## src/rtl/writeback_group_arbiter.sv

```systemverilog
// Round-robin arbiter sharing one writeback group port among NUM_UNITS
// execution units; the granted ID/result is registered as a one-cycle packet.

module wbga_lane #(
  parameter int NUM_UNITS = 4,
  parameter int IDX       = 0,
  parameter int LG_W      = 2,
  parameter int RW        = LG_W + 2
) (
  input  logic [LG_W-1:0] last_grant_i,
  input  logic            done_i,
  input  logic            block_i,
  output logic            req_o,
  output logic [RW-1:0]   rank_o
);
  localparam logic [RW-1:0] IDX_W = RW'(IDX);
  localparam logic [RW-1:0] N_W   = RW'(NUM_UNITS);
  localparam logic [RW-1:0] ONE   = RW'(1);

  logic [RW-1:0] lg_w;

  assign lg_w  = RW'(last_grant_i);
  assign req_o = done_i & ~block_i;
  // Distance from last_grant+1 in search order, wrapping mod NUM_UNITS
  // without relying on power-of-2 truncation.
  assign rank_o = (IDX_W > lg_w) ? (IDX_W - lg_w - ONE)
                                 : (IDX_W + N_W - lg_w - ONE);
endmodule

module writeback_group_arbiter #(
  parameter int NUM_UNITS = 4,
  parameter int DATA_W    = 32,
  parameter int ID_W      = 3
) (
  input  logic                                clk,
  input  logic                                rst,
  input  logic [NUM_UNITS-1:0]                unit_done,
  input  logic [NUM_UNITS-1:0][ID_W-1:0]      unit_id,
  input  logic [NUM_UNITS-1:0][DATA_W-1:0]    unit_data,
  output logic [NUM_UNITS-1:0]                unit_ack,
  input  logic                                writeback_supress,
  output logic                                wb_valid,
  output logic [ID_W-1:0]                     wb_id,
  output logic [DATA_W-1:0]                   wb_data
);
  localparam int LG_W = $clog2(NUM_UNITS);
  localparam int RW   = LG_W + 2;

  logic [LG_W-1:0]                last_grant_q, last_grant_d;
  logic                           wb_valid_q, wb_valid_d;
  logic [ID_W-1:0]                wb_id_q, wb_id_d;
  logic [DATA_W-1:0]              wb_data_q, wb_data_d;

  logic [NUM_UNITS-1:0]           req;
  logic [NUM_UNITS-1:0][RW-1:0]   rank;
  logic [NUM_UNITS-1:0]           sel;
  logic                           gnt_any;
  logic [LG_W-1:0]                gnt_idx;
  logic [ID_W-1:0]                gnt_id;
  logic [DATA_W-1:0]              gnt_data;

  for (genvar i = 0; i < NUM_UNITS; i++) begin : g_lane
    wbga_lane #(
      .NUM_UNITS (NUM_UNITS),
      .IDX       (i),
      .LG_W      (LG_W),
      .RW        (RW)
    ) u_lane (
      .last_grant_i (last_grant_q),
      .done_i       (unit_done[i]),
      .block_i      (rst | writeback_supress),
      .req_o        (req[i]),
      .rank_o       (rank[i])
    );
  end

  // Ranks are distinct, so the lowest-ranked requester is unique.
  always_comb begin
    sel = '0;
    for (int i = 0; i < NUM_UNITS; i++) begin
      sel[i] = req[i];
      for (int j = 0; j < NUM_UNITS; j++)
        if (j != i && req[j] && (rank[j] < rank[i])) sel[i] = 1'b0;
    end
  end

  assign unit_ack = sel;

  always_comb begin
    gnt_any  = |sel;
    gnt_idx  = '0;
    gnt_id   = '0;
    gnt_data = '0;
    for (int i = 0; i < NUM_UNITS; i++) begin
      if (sel[i]) begin
        gnt_idx  = LG_W'(i);
        gnt_id   = unit_id[i];
        gnt_data = unit_data[i];
      end
    end
  end

  always_comb begin
    wb_valid_d   = gnt_any;
    wb_id_d      = gnt_any ? gnt_id   : wb_id_q;
    wb_data_d    = gnt_any ? gnt_data : wb_data_q;
    last_grant_d = gnt_any ? gnt_idx  : last_grant_q;
  end

  always_ff @(posedge clk) begin
    if (rst) begin
      wb_valid_q   <= 1'b0;
      wb_id_q      <= '0;
      wb_data_q    <= '0;
      last_grant_q <= LG_W'(NUM_UNITS - 1);
    end else begin
      wb_valid_q   <= wb_valid_d;
      wb_id_q      <= wb_id_d;
      wb_data_q    <= wb_data_d;
      last_grant_q <= last_grant_d;
    end
  end

  assign wb_valid = wb_valid_q;
  assign wb_id    = wb_id_q;
  assign wb_data  = wb_data_q;
endmodule

```

## config.mk

```make
export PLATFORM = sky130hd
export DESIGN_NAME = writeback_group_arbiter
export DESIGN_NICKNAME = d
export VERILOG_FILES = /design/src/rtl/writeback_group_arbiter.sv
export SDC_FILE = /design/constraint.sdc
export NUM_CORES = 1
export LEC_CHECK = 0
export CORE_MARGIN = 4
export CORE_UTILIZATION = 35
export CTS_CLUSTER_SIZE = 14
export DETAILED_ROUTE_END_ITERATION = 6
export PLACE_DENSITY = 0.8
export SLEW_MARGIN = 20
export SYNTH_ARGS = -nofsm -noshare
export SYNTH_HDL_FRONTEND = slang
export SYNTH_HIERARCHICAL = 1
export SYNTH_SLANG_ARGS = --single-unit
```

## constraint.sdc

```tcl
create_clock -name clk -period 4.8 [get_ports clk]
set_clock_uncertainty 0.1 [all_clocks]
set_input_delay 0.48 -clock clk [delete_from_list [all_inputs] [get_ports clk]]
set_output_delay 0.48 -clock clk [all_outputs]
set_load 0.01 [all_outputs]
```

==> results.md <==
- The detail route stage leaves a number of antenna-violating nets equal to 0.
- The largest delay contributor family on the critical path is buffers and inverters.
- The final layout net count is ~690.
- The hold-fix buffer count after cts is 0.
- The number of global-route vias before repair was about 3500.
- For this run, the leading register cell type out of synthesis is sky130_fd_sc_hd__dfxtp_1.
- At the worst endpoint, the required time is 4.22 ns.
- TritonCTS built the clock tree.
- The width of the chip is around 100 um.
- The HPWL reported at the end of detailed placement is ~9.6 mm.
- The core footprint is about 8300 um^2.
- The data arrival time of the critical path is 3.65 ns.
- The number of different library cells in the post-synthesis netlist is between 40 and 50.
- Of the cells placed in the final design, the portion with a size suffix greater than 1 is 0.0609.
- The die area is 10100 um^2.
- The shortest clock period the worst path allows after layout is between 4 and 5 ns.
- Setup violations remaining at the end of the flow were counted as 0.
- The starting density of the core is 0.362.
- The worst-case IR drop observed on VDD is between 0.1 and 0.15 mV.
- Port buffering added about 190 buffers.
- Once layout is done, the placed cells without fillers occupy a little under 5000 um^2.
- STA classifies the critical path endpoint as an output pin.
- The area added between synthesis and finish is 63.8%.
- The final sum of negative setup slack is 0 ns.
- Static timing analysis puts the maximum clock frequency at ~240 MHz.
- The number of antenna violations at the first check in global routing was 0.
- The number of flops mapped to enable cells by yosys is 0.
- Summing every instance area after synthesis gives 2990 um^2.
- The clock latency of the later-clocked register in the worst-skew pair is 0.29 ns.
- The via count is 3540.
- The count of routing violations after the opening detailed-route iteration is about 170.
- The largest net degree at the start of global routing is 38.
- The maximum level of the CTS H-tree is 2.
- The maximum clock path buffer count is 2.
- The final routed wire length divided by cell count is 20.3 um.
- Buffers inserted during clock tree synthesis total 5.
- The largest fanout of any net on the critical path is 12.
- The first-pass iteration count of the detailed router is 4.
- Routability-driven placement finished with a final weighted congestion of slightly below 0.9.
- The fraction of registers with async set/reset is 0.
- The longest individual stage delay on the worst path is 0.60 ns.
- OpenSTA, run right after detailed placement, puts the worst setup slack at 0.836 ns.
- The first global-routing pass estimated between 15 and 20 mm of wire.
- Row generation in the floorplan step produced 33 rows.
- Of the available clock period, the critical path in the final layout requires 0.882.
- Fill cells in the final layout number 745.
- The cell count after synthesis is ~340.
- The vertical extent of the die is 100 um.
- For this run, the register share of the synthesized area comes to 0.255.
- The setup check on the worst reg-to-reg path leaves a slack of ~0.82 ns.
- The sum of buffers and inverters on the critical path is 4.
- During synthesis, Yosys emitted a total of 6 warnings.
- The number of placed instances, taps included, is about 610.
- The number of endpoints with negative hold slack in the final report is 0.
- Across the run, the number of max-cap violations was 0.
- After synthesis the netlist holds a flip-flop and latch count of 38.
- The instance area at placement is ~4800 um^2.
- Power spread over the standard cell area amounts to roughly 210 nW/um^2.
- The final number of max-transition violations came to 0.
- A synthesized cell averages 8.71 um^2.
- The number of setup buffers added after CTS is 0.
- For this run, the total global-route usage over all layers was measured as 0.235.
- The static leakage is between 1.5 and 2 nW.
- The critical path is of the reg -> out type.
- The number of sinks on the clock net is 38.
- The flow ran to the end, and the final reports show no timing, DRC or antenna violations.
- The sum of overflow across all layers after global routing is 0.
- Total power for the finished layout comes to 1.04 mW.
- Traced cell by cell, the critical path runs through inv_1, ha_1, nor3b_1, inv_1, ha_1, o21ai_0, a21oi_1, o211a_1, or3_1, inv_2, clkdlybuf4s50_1.
- The routed via count divided by cell count is slightly below 6.
- Wires add up to approximately 12 mm.
- In this run the worst hold path is classified as reg -> reg.
- The number of gates resized after cts is 0.
- Clock tree synthesis selected as its root buffer the cell sky130_fd_sc_hd__clkbuf_8.
- Leaving out filler cells and counting taps, the final layout contains between 600 and 700.
- The worst setup path is launched from a flop.
- The highest-delay cell along the critical path is sky130_fd_sc_hd__dfxtp_1.
- The final worst slack is between 0.5 and 0.6 ns.
- Setup repair after global routing left no endpoint under its margin.
- The post-detailed-route DRC marker count is 0.
- The slew of the pin with the lowest slew margin is around 0.87 ns.
- Measured against its own limit, the worst slew margin works out to 0.417.
- The repair_antennas step left the layout with diodes totalling 0.
- After clock tree synthesis, the clock-pin slew on the worst setup and hold paths is 0.07 ns.
- During I/O placement, the number of pins put on the boundary was 187.
-- report_power, final --
group	switching (mW)	leakage [nW]	total, mW	internal [mW]
clock	0.117	0.0482	0.233	0.116
combinational	0.189	1.56	0.435	0.246
sequential	0.0206	0.313	0.369	0.348
-- per-layer routing --
metal / up-vias / GRT usage / part of all wire
met5: - / 0 / 0
met4: 0 / 0.0736 / 0.025
met3: 21 / 0.0632 / 0.088
met2: 177 / 0.394 / 0.49
met1: 1670 / 0.293 / 0.40
li1: 1672 / - / -
-- layout by cell type, fill, tap and decap left out, types with 2 or more instances in the layout --
master,n
sky130_fd_sc_hd__buf_4,4
sky130_fd_sc_hd__nor2_1,4
sky130_fd_sc_hd__inv_2,4
sky130_fd_sc_hd__o2bb2ai_1,9
sky130_fd_sc_hd__inv_1,23
sky130_fd_sc_hd__nor2b_1,4
sky130_fd_sc_hd__nand2b_1,4
sky130_fd_sc_hd__nand4_1,5
sky130_fd_sc_hd__o211ai_1,13
sky130_fd_sc_hd__o21ai_1,3
sky130_fd_sc_hd__clkbuf_8,6
sky130_fd_sc_hd__nand3_1,4
sky130_fd_sc_hd__a221oi_1,35
sky130_fd_sc_hd__ha_1,30
sky130_fd_sc_hd__o21ai_0,25
sky130_fd_sc_hd__clkdlybuf4s50_1,186
sky130_fd_sc_hd__a21o_1,11
sky130_fd_sc_hd__or2_2,2
sky130_fd_sc_hd__a21oi_1,35
sky130_fd_sc_hd__nand2_1,8
sky130_fd_sc_hd__nor2b_4,4
sky130_fd_sc_hd__conb_1,5
sky130_fd_sc_hd__dfxtp_1,38
sky130_fd_sc_hd__o221ai_1,25
-- Yosys cell counts, drive strengths merged (3+ instances only) --
cell | n | area share
nand4 | 6 | 0.018
conb | 3 | 0.0038
buf | 28 | 0.065
nor2 | 6 | 0.011
clkbuf | 6 | 0.0075
o221ai | 25 | 0.073
dfxtp | 38 | 0.25
or2 | 3 | 0.0063
nand2b | 4 | 0.0084
nand2 | 8 | 0.010
a221oi | 35 | 0.10
o21ai | 29 | 0.050
nand3 | 4 | 0.0067
o2bb2ai | 10 | 0.031
inv | 27 | 0.034
ha | 30 | 0.13
a21o | 11 | 0.028
nor2b | 8 | 0.027
o211ai | 13 | 0.033
a21oi | 35 | 0.059
-- kinds of logic (layout without fill, tap and decap cells) --
| group | count (synthesis) | in the layout | synth area share |
|---|---|---|---|
| AOI/OAI and AO/OA | 166 | 166 | 0.403 |
| buffers and inverters | 61 | 225 | 0.106 |
| and+or+nand+nor | 44 | 44 | 0.103 |
| DFF | 38 | 38 | 0.255 |
| adders and majority gates | 30 | 30 | 0.126 |
| other | 3 | 5 | 0.00377 |
| xor gates and xnor gates | 1 | 1 | 0.00293 |
-- worst paths after layout --
check	startpoint	to	cells after the start
max	last_grant_q[0]$_SDFFE_PP1P_	unit_ack[1]	11
min	wb_data[18]$_SDFFE_PP0P_	wb_data[18]$_SDFFE_PP0P_	1
max reg2reg	last_grant_q[0]$_SDFFE_PP1P_	wb_data[24]$_SDFFE_PP0P_	14
min reg2reg	wb_data[18]$_SDFFE_PP0P_	wb_data[18]$_SDFFE_PP0P_	1
-- stage by stage --
stage / util / hold slack, ns
finish: 0.592 / 0.371
global placement: 0.581 / 0.344
global route: 0.592 / 0.391
CTS: 0.592 / 0.374
floorplan: - / 0.390
detailed placement: 0.581 / 0.348
-- flip-flops by register name, summed over array words and instances (netlist names) --
| signal | cells |
|---|---|
| last_grant_q | 2 |
| wb_data | 32 |
| wb_id | 3 |
| wb_valid | 1 |
-- final cells by class --
class,instances,area [um^2],area share
Multi-Input combinational cell,246,1920,0.392
Clock buffer,7,86.3,0.0176
Timing Repair Buffer,190,1890,0.387
Inverter,27,101,0.0207
Sequential cell,38,761,0.155
Tap cell,105,131,0.0269
Clock inverter,1,5.00,0.00102
Note: power is estimated with default switching activity, not from simulation.
